<file path="src/rtl/breakout_round_ctrl.sv">
// Breakout game sequencer. It tracks lives, score and level, parks or launches
// the ball, re-serves after a miss, and requests brick-wall reloads.
// Every output is a register that is loaded from the next-state logic.
module breakout_round_ctrl #(
  parameter int LIVES        = 3,
  parameter int SERVE_FRAMES = 60,
  parameter int LOST_FRAMES  = 90,
  parameter int POINTS       = 10,
  parameter int SCORE_W      = 16,
  parameter int MAX_LEVEL    = 4
) (
  input  logic               clk,
  input  logic               reset,
  input  logic               start,
  input  logic               frame_tick,
  input  logic               brick_hit,
  input  logic               ball_lost,
  input  logic               bricks_clear,
  output logic               ball_run,
  output logic               ball_hold,
  output logic               brick_reload,
  output logic [2:0]         lives,
  output logic [SCORE_W-1:0] score,
  output logic [2:0]         level,
  output logic               game_over,
  output logic               win
);

  typedef enum logic [2:0] {
    S_IDLE, S_SERVE, S_PLAY, S_LOST, S_LVL_CLR, S_GAME_OVER, S_WIN
  } state_t;

  // One down-counter is shared by the serve hold and the post-miss pause.
  localparam int CNT_MAX = (SERVE_FRAMES > LOST_FRAMES) ? SERVE_FRAMES : LOST_FRAMES;
  localparam int CNT_W   = (CNT_MAX > 0) ? $clog2(CNT_MAX + 1) : 1;
  localparam logic [CNT_W-1:0] SERVE_LD = CNT_W'(SERVE_FRAMES);
  localparam logic [CNT_W-1:0] LOST_LD  = CNT_W'(LOST_FRAMES);
  localparam logic [CNT_W-1:0] CNT_ONE  = CNT_W'(1);
  localparam logic [CNT_W-1:0] CNT_ZERO = '0;

  // The score sum is made wide enough that it cannot wrap before the clamp.
  localparam int SUM_W = SCORE_W + 32;
  localparam logic [SUM_W-1:0]   SCORE_CAP  = SUM_W'({SCORE_W{1'b1}});
  localparam logic [SUM_W-1:0]   POINTS_EXT = SUM_W'(POINTS);
  localparam logic [2:0]         LIVES_INIT = 3'(LIVES);
  localparam logic [2:0]         LVL_LAST   = 3'(MAX_LEVEL);
  localparam logic [2:0]         ONE3       = 3'd1;

  state_t             state, state_n;
  logic [CNT_W-1:0]   cnt, cnt_n;
  logic [2:0]         lives_n, level_n;
  logic [SCORE_W-1:0] score_n, score_inc;
  logic [SUM_W-1:0]   score_sum;
  logic               reload_n;
  logic               start_q, armed, start_edge;

  // A start already high as reset releases must not count as a press, so
  // edges are only accepted once one post-reset cycle has seeded start_q.
  assign start_edge = start & ~start_q & armed;

  // Score plus one brick's worth of points, clamped at all-ones.
  always_comb begin
    score_sum = SUM_W'(score) + POINTS_EXT;
    score_inc = (score_sum > SCORE_CAP) ? {SCORE_W{1'b1}} : score_sum[SCORE_W-1:0];
  end

  // Next-state and next-value decode for the game sequence.
  always_comb begin
    state_n  = state;
    cnt_n    = cnt;
    lives_n  = lives;
    score_n  = score;
    level_n  = level;
    reload_n = 1'b0;
    case (state)
      S_IDLE: begin
        if (start_edge) begin
          state_n = S_SERVE;
          cnt_n   = SERVE_LD;
        end
      end
      S_SERVE: begin
        // A zero-length serve launches without waiting for a tick.
        if (cnt == CNT_ZERO) begin
          state_n = S_PLAY;
        end else if (frame_tick) begin
          cnt_n = cnt - CNT_ONE;
          if (cnt == CNT_ONE) state_n = S_PLAY;
        end
      end
      S_PLAY: begin
        if (brick_hit) score_n = score_inc;
        // Clearing the wall outranks a miss in the same cycle.
        if (bricks_clear) begin
          state_n = S_LVL_CLR;
        end else if (ball_lost) begin
          lives_n = lives - ONE3;
          if (lives > ONE3) begin
            state_n = S_LOST;
            cnt_n   = LOST_LD;
          end else begin
            state_n = S_GAME_OVER;
          end
        end
      end
      S_LOST: begin
        if (cnt == CNT_ZERO) begin
          state_n = S_SERVE;
          cnt_n   = SERVE_LD;
        end else if (frame_tick) begin
          cnt_n = cnt - CNT_ONE;
          if (cnt == CNT_ONE) begin
            state_n = S_SERVE;
            cnt_n   = SERVE_LD;
          end
        end
      end
      S_LVL_CLR: begin
        if (level == LVL_LAST) begin
          state_n = S_WIN;
        end else begin
          level_n  = level + ONE3;
          reload_n = 1'b1;
          cnt_n    = SERVE_LD;
          state_n  = S_SERVE;
        end
      end
      S_GAME_OVER, S_WIN: begin
        if (start_edge) begin
          lives_n  = LIVES_INIT;
          score_n  = '0;
          level_n  = ONE3;
          reload_n = 1'b1;
          state_n  = S_IDLE;
        end
      end
      default: state_n = S_IDLE;
    endcase
  end

  // State, counters and registered outputs; reset discards any pending count.
  always_ff @(posedge clk) begin
    if (!reset) begin
      state        <= S_IDLE;
      cnt          <= '0;
      lives        <= LIVES_INIT;
      score        <= '0;
      level        <= ONE3;
      ball_run     <= 1'b0;
      ball_hold    <= 1'b1;
      brick_reload <= 1'b0;
      game_over    <= 1'b0;
      win          <= 1'b0;
      start_q      <= 1'b0;
      armed        <= 1'b0;
    end else begin
      state        <= state_n;
      cnt          <= cnt_n;
      lives        <= lives_n;
      score        <= score_n;
      level        <= level_n;
      ball_run     <= (state_n == S_PLAY);
      ball_hold    <= (state_n != S_PLAY);
      brick_reload <= reload_n;
      game_over    <= (state_n == S_GAME_OVER);
      win          <= (state_n == S_WIN);
      start_q      <= start;
      armed        <= 1'b1;
    end
  end

endmodule

</file>
<file path="config.mk">
export PLATFORM = sky130hd
export DESIGN_NAME = breakout_round_ctrl
export DESIGN_NICKNAME = d
export VERILOG_FILES = /design/src/rtl/breakout_round_ctrl.sv
export SDC_FILE = /design/constraint.sdc
export NUM_CORES = 1
export LEC_CHECK = 0
export ABC_CLOCK_PERIOD_IN_PS = 3000
export CAP_MARGIN = 5
export CORE_MARGIN = 4
export CORE_UTILIZATION = 35
export DETAILED_ROUTE_END_ITERATION = 7
export DONT_BUFFER_PORTS = 1
export SYNTH_ARGS = -nofsm -noshare
export SYNTH_HDL_FRONTEND = slang
export SYNTH_SLANG_ARGS = --single-unit
</file>
<file path="constraint.sdc">
create_clock -name clk -period 3 [get_ports clk]
set_input_delay 0.6 -clock clk [delete_from_list [all_inputs] [get_ports clk]]
set_output_delay 0.6 -clock clk [all_outputs]
set_load 0.05 [all_outputs]
</file>
==> results.txt, run 1 <==
From bottom edge to top edge, the die measures 92.5 µm. The final layout net count is 334, and the fmax is 425 MHz. Data arrives at the worst endpoint at 2.50 ns. For the total of max-cap violations, the log shows 0. Dividing total power by cell area gives a power density of 466 nW/µm². The share of layout cells above drive strength 1 was 0.134. The H-tree was split into 2 levels. The switching fraction of total power was 0.299. The run gives 2700 µm² as the instance area at placement. The overall routing resource usage is 0.159, and the final-report max-slew violation count is 0.

The flow ran to the end, and the final reports show no timing, DRC or antenna violations. IR analysis of the VDD net gives a maximum drop of 0.164 mV. Async set or reset register ratio after synthesis: 0. The tools report the core footprint as 6870 µm². The logs give 0 for the total congestion overflow after global routing and 921 µW for the internal cell power.

The number of ports placed on the die boundary was 34. The number of different library cells used by synthesis comes to 65. The utilization of the core after routing was 0.411; the post-synth net total was 326. The root buffer selected by CTS is sky130_fd_sc_hd__clkbuf_8. Number of hold violations in the final report: 0. The first detailed-routing pass took 4 iterations.

The largest net degree at the start of global routing came out at 24. Filler-free cell count of the finished design: 416. The combinational fraction of design power is 0.202, and the detailed placement HPWL is 4630 µm.

The synthesized netlist occupies a cell area of 2500 µm². Setup violations remaining at the end of the flow were counted as 0. Later-pin clock latency in the skew report: 0.30 ns.

Setup repair after global routing left no endpoint under its margin. For the sum of negative setup slack, the log shows 0 ns. The tools report the first-pass GRT wire length as 11,000 µm. The cell count after synthesis was 311.

The tools report the starting utilization of the core area as 0.363. The setup clock skew after layout came out at 0.00763 ns. Summing over every cut layer, the via total after detailed routing is 2,339. Before CTS, the worst setup slack after placement is 0.683 ns. The post-layout worst setup margin was 0.645 ns; the maximum root-to-sink buffer count was 2.

The critical path is of the flip-flop to flip-flop type. The floorplan step defined a die boundary enclosing 8550 µm². The post-placement cell count was 408; the total CTS buffers was 5. STA puts the critical path data required time at 3.14 ns. Compared with the post-synthesis result, the final layout area differs by 13.0%.

Clock-pin slew of the registers on the worst-case setup and hold paths: 0.08 ns. The net switching power figure was 393 µW; the final routed wire length divided by cell count was 15.6 µm. Once the clock tree was built, the setup fixing pass inserted 0 buffers. The total wire length was 6490 µm; the via-per-instance ratio was 5.62. The total number of clock tree sinks was 39; the remaining design rule violation count was 0.

The width of the die came out at 92.5 µm. The antenna diode instance count was 0. The path class of the tightest hold or removal check is input port to flip-flop. The number of antenna-violating nets in the routed design is 0, and the count of flip-flops with a built-in enable after synthesis is 0.

Filler cell count in the final layout: 713. The run gives 1.06 nW as the leakage power figure. The capturing element type of the critical path is a flip-flop.

TritonCTS built the clock tree. Buffers placed on the I/O ports in this run total 0. At the end of routability-driven placement, the weighted congestion stood at 0.843. During synthesis, Yosys emitted a total of 0 warnings.

The first routing iteration left 72 violations. Number of global-route vias before repair: 2,220. In this run, post-CTS hold repair placed 0 buffers.

Once the clock tree was built, the resizer swapped 0 gates to a different size. The clock share of power is 0.356, and the final standard cell area without fillers is 2820 µm². The tools report the sequential share of power as 0.441. After synthesis the netlist holds a flip-flop and latch count of 39. Dominant register cell in the synthesized netlist: sky130_fd_sc_hd__dfxtp_1.

The ratio of final minimum period to clock period was 0.785; the floorplan row count was 30. For the worst-case headroom to the max-slew limit, the log shows 0.412. STA classifies the critical path startpoint as a flip-flop. The share of synthesized area occupied by flip-flops and latches was 0.313. The critical-path maximum fanout was 11; the post-synthesis area per instance was 8.03 µm².

The number of antenna violations at the first check in global routing was 0; the transition at the pin with the smallest max-transition slack was 0.881 ns. The worst path in the final design needs a cycle of 2.36 ns, including I/O delays and setup.
## stage by stage
stage,total power [mW],hold slack (ns)
6_report,1.31,0.322
5_1_grt,1.38,0.307
4_1_cts,1.32,0.314
3_5_place_dp,0.856,0.542
3_3_place_gp,0.854,0.528
2_1_floorplan,0.804,0.491
## cells in the final DEF, fill, tap and decap left out, drive strengths merged, types with 2 or more instances in the layout
cell type  instances
a311oi            10
xor2               5
nand3             11
nor3b              4
dfxtp             39
a31o               2
or4                3
and3b              2
a21o               2
a211oi             6
buf               24
o31ai              3
nand4              5
nor3              13
ha                 8
inv               10
nand2             19
xnor2              2
nor4               3
nor2              28
o311ai             2
a22oi              3
a21boi             2
and4               3
nor2b              5
o21a               2
and2               7
a21oi             25
o211ai             4
o21ai             19
a31oi              6
o22ai              2
clkbuf             6
and3               4
or3                4
nand2b             6
mux2i              3
## flip-flops by register name (all words and copies together), names as in the netlist
signal,cells
armed,1
ball_hold,1
ball_run,1
brick_reload,1
cnt,7
game_over,1
level,3
lives,3
score,16
start_q,1
state,3
win,1
## synthesized netlist by cell type (2+ instances only)
master                     count  area share
sky130_fd_sc_hd__ha_1          8       0.040
sky130_fd_sc_hd__or4_1         2      0.0060
sky130_fd_sc_hd__a311oi_1     10       0.035
sky130_fd_sc_hd__o21ai_0      19       0.038
sky130_fd_sc_hd__a22oi_1       3      0.0090
sky130_fd_sc_hd__nand2_1      19       0.029
sky130_fd_sc_hd__o31ai_1       2      0.0060
sky130_fd_sc_hd__and2_1        5       0.013
sky130_fd_sc_hd__nor4_1        2      0.0050
sky130_fd_sc_hd__and3b_1       2      0.0070
sky130_fd_sc_hd__a31oi_1       6       0.015
sky130_fd_sc_hd__nand2b_1      6       0.015
sky130_fd_sc_hd__nor2_1       28       0.042
sky130_fd_sc_hd__xor2_1        5       0.018
sky130_fd_sc_hd__a211oi_1      6       0.018
sky130_fd_sc_hd__xnor2_1       2      0.0070
sky130_fd_sc_hd__nor2b_1       5       0.013
sky130_fd_sc_hd__inv_1        10       0.015
sky130_fd_sc_hd__and2_0        2      0.0050
sky130_fd_sc_hd__nor3b_1       3      0.0090
sky130_fd_sc_hd__o21a_1        2      0.0060
sky130_fd_sc_hd__and4_1        3       0.011
sky130_fd_sc_hd__dfxtp_1      39        0.31
sky130_fd_sc_hd__o211ai_1      4       0.012
sky130_fd_sc_hd__a21oi_1      24       0.048
sky130_fd_sc_hd__nand4_1       3      0.0075
sky130_fd_sc_hd__clkbuf_1     16       0.024
sky130_fd_sc_hd__nand3_1      11       0.022
sky130_fd_sc_hd__or3_1         4       0.010
sky130_fd_sc_hd__a21o_1        2      0.0060
sky130_fd_sc_hd__a31o_1        2      0.0070
sky130_fd_sc_hd__nor3_1       12       0.024
sky130_fd_sc_hd__buf_2         6       0.012
sky130_fd_sc_hd__mux2i_1       3       0.012
sky130_fd_sc_hd__o22ai_1       2      0.0050
sky130_fd_sc_hd__and3_1        4       0.010
## layout make-up
class                           instances  area, µm²  share of cell area
Timing Repair Buffer                   24        180              0.0639
Tap cell                               96        120              0.0426
Clock buffer                            6       82.6              0.0293
Multi-Input combinational cell        239       1580               0.562
Inverter                               10       37.5              0.0133
Clock inverter                          2       35.0              0.0124
Sequential cell                        39        781               0.277
## final timing paths
check / startpoint / endpoint / cells after the start / slack (ns)
max reg2reg: state[0] / score[6] / 5 / 0.64
max: state[0] / score[6] / 5 / 0.64
min reg2reg: cnt[0] / cnt[0] / 2 / 0.56
min: reset / armed / 0 / 0.32
## critical path: stages (launching register included)
cell	delay [ns]
sky130_fd_sc_hd__dfxtp_1	0.33
sky130_fd_sc_hd__nor3b_1	0.61
sky130_fd_sc_hd__nand2_1	0.45
sky130_fd_sc_hd__and2_0	0.46
sky130_fd_sc_hd__o21ai_0	0.23
sky130_fd_sc_hd__a311oi_1	0.11
## layer usage
| layer | track usage | part of all wire | up-vias |
|---|---|---|---|
| met5 | 0 | 0 | - |
| met4 | 0.0520 | 0.013 | 0 |
| met3 | 0.0455 | 0.071 | 8 |
| met2 | 0.247 | 0.46 | 71 |
| met1 | 0.210 | 0.46 | 1086 |
| li1 | - | - | 1174 |
## power groups by stage
stage,registers [mW],logic (mW),clock network [mW]
after CTS,0.579,0.265,0.477
after floorplan,0.587,0.217,0
after global placement,0.590,0.264,0
after detailed placement,0.591,0.264,0
after global routing,0.584,0.296,0.501
final,0.580,0.266,0.468
## cells by family (layout without fill, tap and decap cells)
kind of cell	Yosys count	count (layout)	share of synthesized area
adders and majority gates	8	8	0.0401
muxes	4	4	0.0180
xor gates and xnor gates	7	7	0.0246
buffers and inverters	33	42	0.0526
and+or+nand+nor	122	122	0.282
DFF	39	39	0.313
AOI/OAI and AO/OA	98	98	0.270
(Power assumes the default switching activity.)
==> inputs of run 2 (changes only) <==
ABC_CLOCK_PERIOD_IN_PS = 1900   (was 3000)
clock period = 1.9 ns   (was 3 ns; I/O delays follow)
==> results.txt, run 2 (synthesis gave the netlist of run 1 again) <==
The capturing element type of the critical path is a flip-flop. Filler-free cell count of the finished design: 466 (+12%). The total power density per cell area works out to 645 nW/µm² (+38%).

The worst voltage drop across the vdd grid is 0.278 mV (+70%), and the met1 wire length is 3470 µm (+16%). The tools report the total CTS buffers as 5 (unchanged). The clock-pin slew of the registers on the worst-case setup and hold paths works out to 0.09 ns (about the same).

Among all stages on the critical path, the largest delay is contributed by sky130_fd_sc_hd__or4_4. For the leakage power figure, the log shows 1.38 nW (+30%). The run gives 2 (unchanged) as the maximum root-to-sink buffer count. The flip-flop count of the largest register after layout came out at 16 (unchanged). The tools report the remaining design rule violation count as 0 (unchanged). The ratio of final minimum period to clock period came out at 1.08 (+0.291). The largest registers in the layout are score: 16 flops, cnt: 7 flops. The largest net degree at the start of global routing was 22 (-8.3%).

The checks that failed: setup timing. Floorplan row count: 30 (unchanged). The number of global-route vias before repair was 2,487 (+12%); the total number of clock tree sinks was 39 (unchanged).

The number of antenna violations at the first check in global routing came out at 0 (unchanged). The logs give 3460 µm² (+23%) for the final standard cell area without fillers and 0 (unchanged) for the total of max-cap violations. The overall routing resource usage was 0.169 (+0.0101). The top metal layer carrying routed signals is met4.

For the final layout net count, the log shows 384 (+15%). The fmax was 489 MHz (+15%); the detailed-routing iteration count for the pre-antenna-repair pass was 4 (unchanged). The antenna diode instance count is 0 (unchanged), and the first-pass GRT wire length is 11,800 µm (+7.2%).

The combined buffer and inverter count along the critical path is 2 (+2). The number of antenna-violating nets in the routed design was 0 (unchanged); the post-layout minimum cycle time was 2.05 ns (-0.310 ns). The synthesis-to-layout area growth is 38.4%, and the post-place setup slack is -0.180 ns (-0.863 ns). The instance area at placement was 3040 µm² (+12%); the floorplan die height was 92.5 µm (unchanged). For the H-tree level count, the log shows 2 (unchanged). Walking the worst path, the cells encountered are or4_4 -> nor3b_4 -> buf_4 -> mux2i_1 -> buf_4 -> o211ai_1 -> a32o_1. The via-per-instance ratio came out at 5.56 (-1.1%).

The weighted congestion reported at the end of routability-driven placement is 0.917 (+8.9%), and the setup clock skew after layout is 0.00783 ns (+0.000200 ns). The tools report the area of the die as 8550 µm² (unchanged). Startpoint type of the worst setup path: a flip-flop. The transition at the pin with the smallest max-transition slack came out at 0.517 ns (-0.365 ns). The final-report max-slew violation count was 0 (unchanged). For the data arrival time of the critical path, the log shows 2.23 ns (-0.27 ns). The post-layout worst setup margin came out at -0.145 ns (-0.790 ns). The run gives 0 (unchanged) as the cts-stage hold buffer count. The total of buffers placed on input and output ports is 0 (unchanged).

The width of the die came out at 92.5 µm (unchanged). Total vias in the final route: 2,590 (+11%). The detailed placement HPWL was 5200 µm (+12%). On the critical path the largest part of the delay comes from simple AND/OR/NAND/NOR gates. Utilization of the core after routing: 0.503 (+0.0925). TritonCTS built the clock tree. The number of hold violations in the final report is 0 (unchanged). Number of ports placed on the die boundary: 34 (unchanged).

The top cell types in the final layout, fill and taps aside, are 67 x sky130_fd_sc_hd__buf_4, 26 x sky130_fd_sc_hd__nor2_1, 22 x sky130_fd_sc_hd__a21oi_1, 22 x sky130_fd_sc_hd__dfxtp_1, 19 x sky130_fd_sc_hd__nand2_1. The critical path in this run is classified as flip-flop to flip-flop. The worst-case headroom to the max-slew limit was 0.655 (+0.243); the total setup violations reported at the end of the flow was 9 (+9). For the starting utilization of the core area, the log shows 0.363 (unchanged). For the total congestion overflow after global routing, the log shows 0 (unchanged).

The critical-path maximum fanout is 5 (-6). Register with the highest flop count: score. The final total power came out at 2.23 mW (+70%).

The violation count after the first detailed-routing iteration came out at 167 (+130%). The met3 layer wire length in the routed design was 368 µm (-20%). Sum of negative setup slack: -0.828 ns (-0.828 ns).

The total wire length is 7510 µm (+16%). The run finished, with violations left. Cell seen most often among critical-path stages: sky130_fd_sc_hd__buf_4. The length of routed met2 wiring is 3580 µm (+21%). In this run the clock root is driven by a sky130_fd_sc_hd__clkbuf_8.

The final routed wire length divided by cell count was 16.1 µm (+3.3%). The tightest min-delay check is of the input port to flip-flop type. The post-placement cell count is 449 (+10%), and the core footprint is 6870 µm² (unchanged).

The final hold slack was 0.108 ns (-0.213 ns). Setup repair after global routing could not meet its margin everywhere. The data required time at the worst endpoint is 2.09 ns (-1.05 ns). The library cell used most frequently in the layout, excluding fill and tap cells, is sky130_fd_sc_hd__buf_4.

The later-pin clock latency in the skew report is 0.29 ns (about the same), and the share of layout cells above drive strength 1 is 0.373 (+0.239). The biggest cell delay along the critical path was 0.55 ns (-0.06 ns).
[run 2: changes by cell type in the layout (fill, tap and decap cells not counted), sizes merged]
cell / change
clkinv: +1
clkbuf: -1
buf: +49
nand4: +1
[run 2: worst paths after layout]
path,from,cells past startpoint,end,slack (ns)
setup / recovery,cnt[4],7,cnt[2],-0.15
hold / removal,reset,0,armed,0.11
setup reg to reg,cnt[4],7,cnt[2],-0.15
hold reg to reg,cnt[4],2,cnt[4],0.56
[run 2: routing by layer]
metal / track usage / vias up
li1: - / 1277
met1: 0.218 / 1223
met2: 0.280 / 80
met3: 0.0341 / 10
met4: 0.0545 / 0
met5: 0 / -
[run 2: power by group]
part	leakage [nW]	internal [mW]	switching, mW
Combinational	1.00	0.298	0.326
Sequential	0.325	0.850	0.0409
Clock	0.0581	0.392	0.323
[run 2: area by class of cell]
type                            count  area, µm²
Clock buffer                        5       68.8
Tap cell                           96        120
Clock inverter                      3       43.8
Fill cell                         656       3410
Sequential cell                    39        815
Multi-Input combinational cell    240       1800
Inverter                           10       40.0
Timing Repair Buffer               73        571
[run 2: what timing repair did]
| action | in CTS | in global routing |
|---|---|---|
| resized for setup | 7 | 44 |
| endpoints found under the setup margin | 11 | 23 |
| pin swaps | 8 | 16 |
| gates cloned | 1 | 0 |
| setup buffers | 2 | 6 |
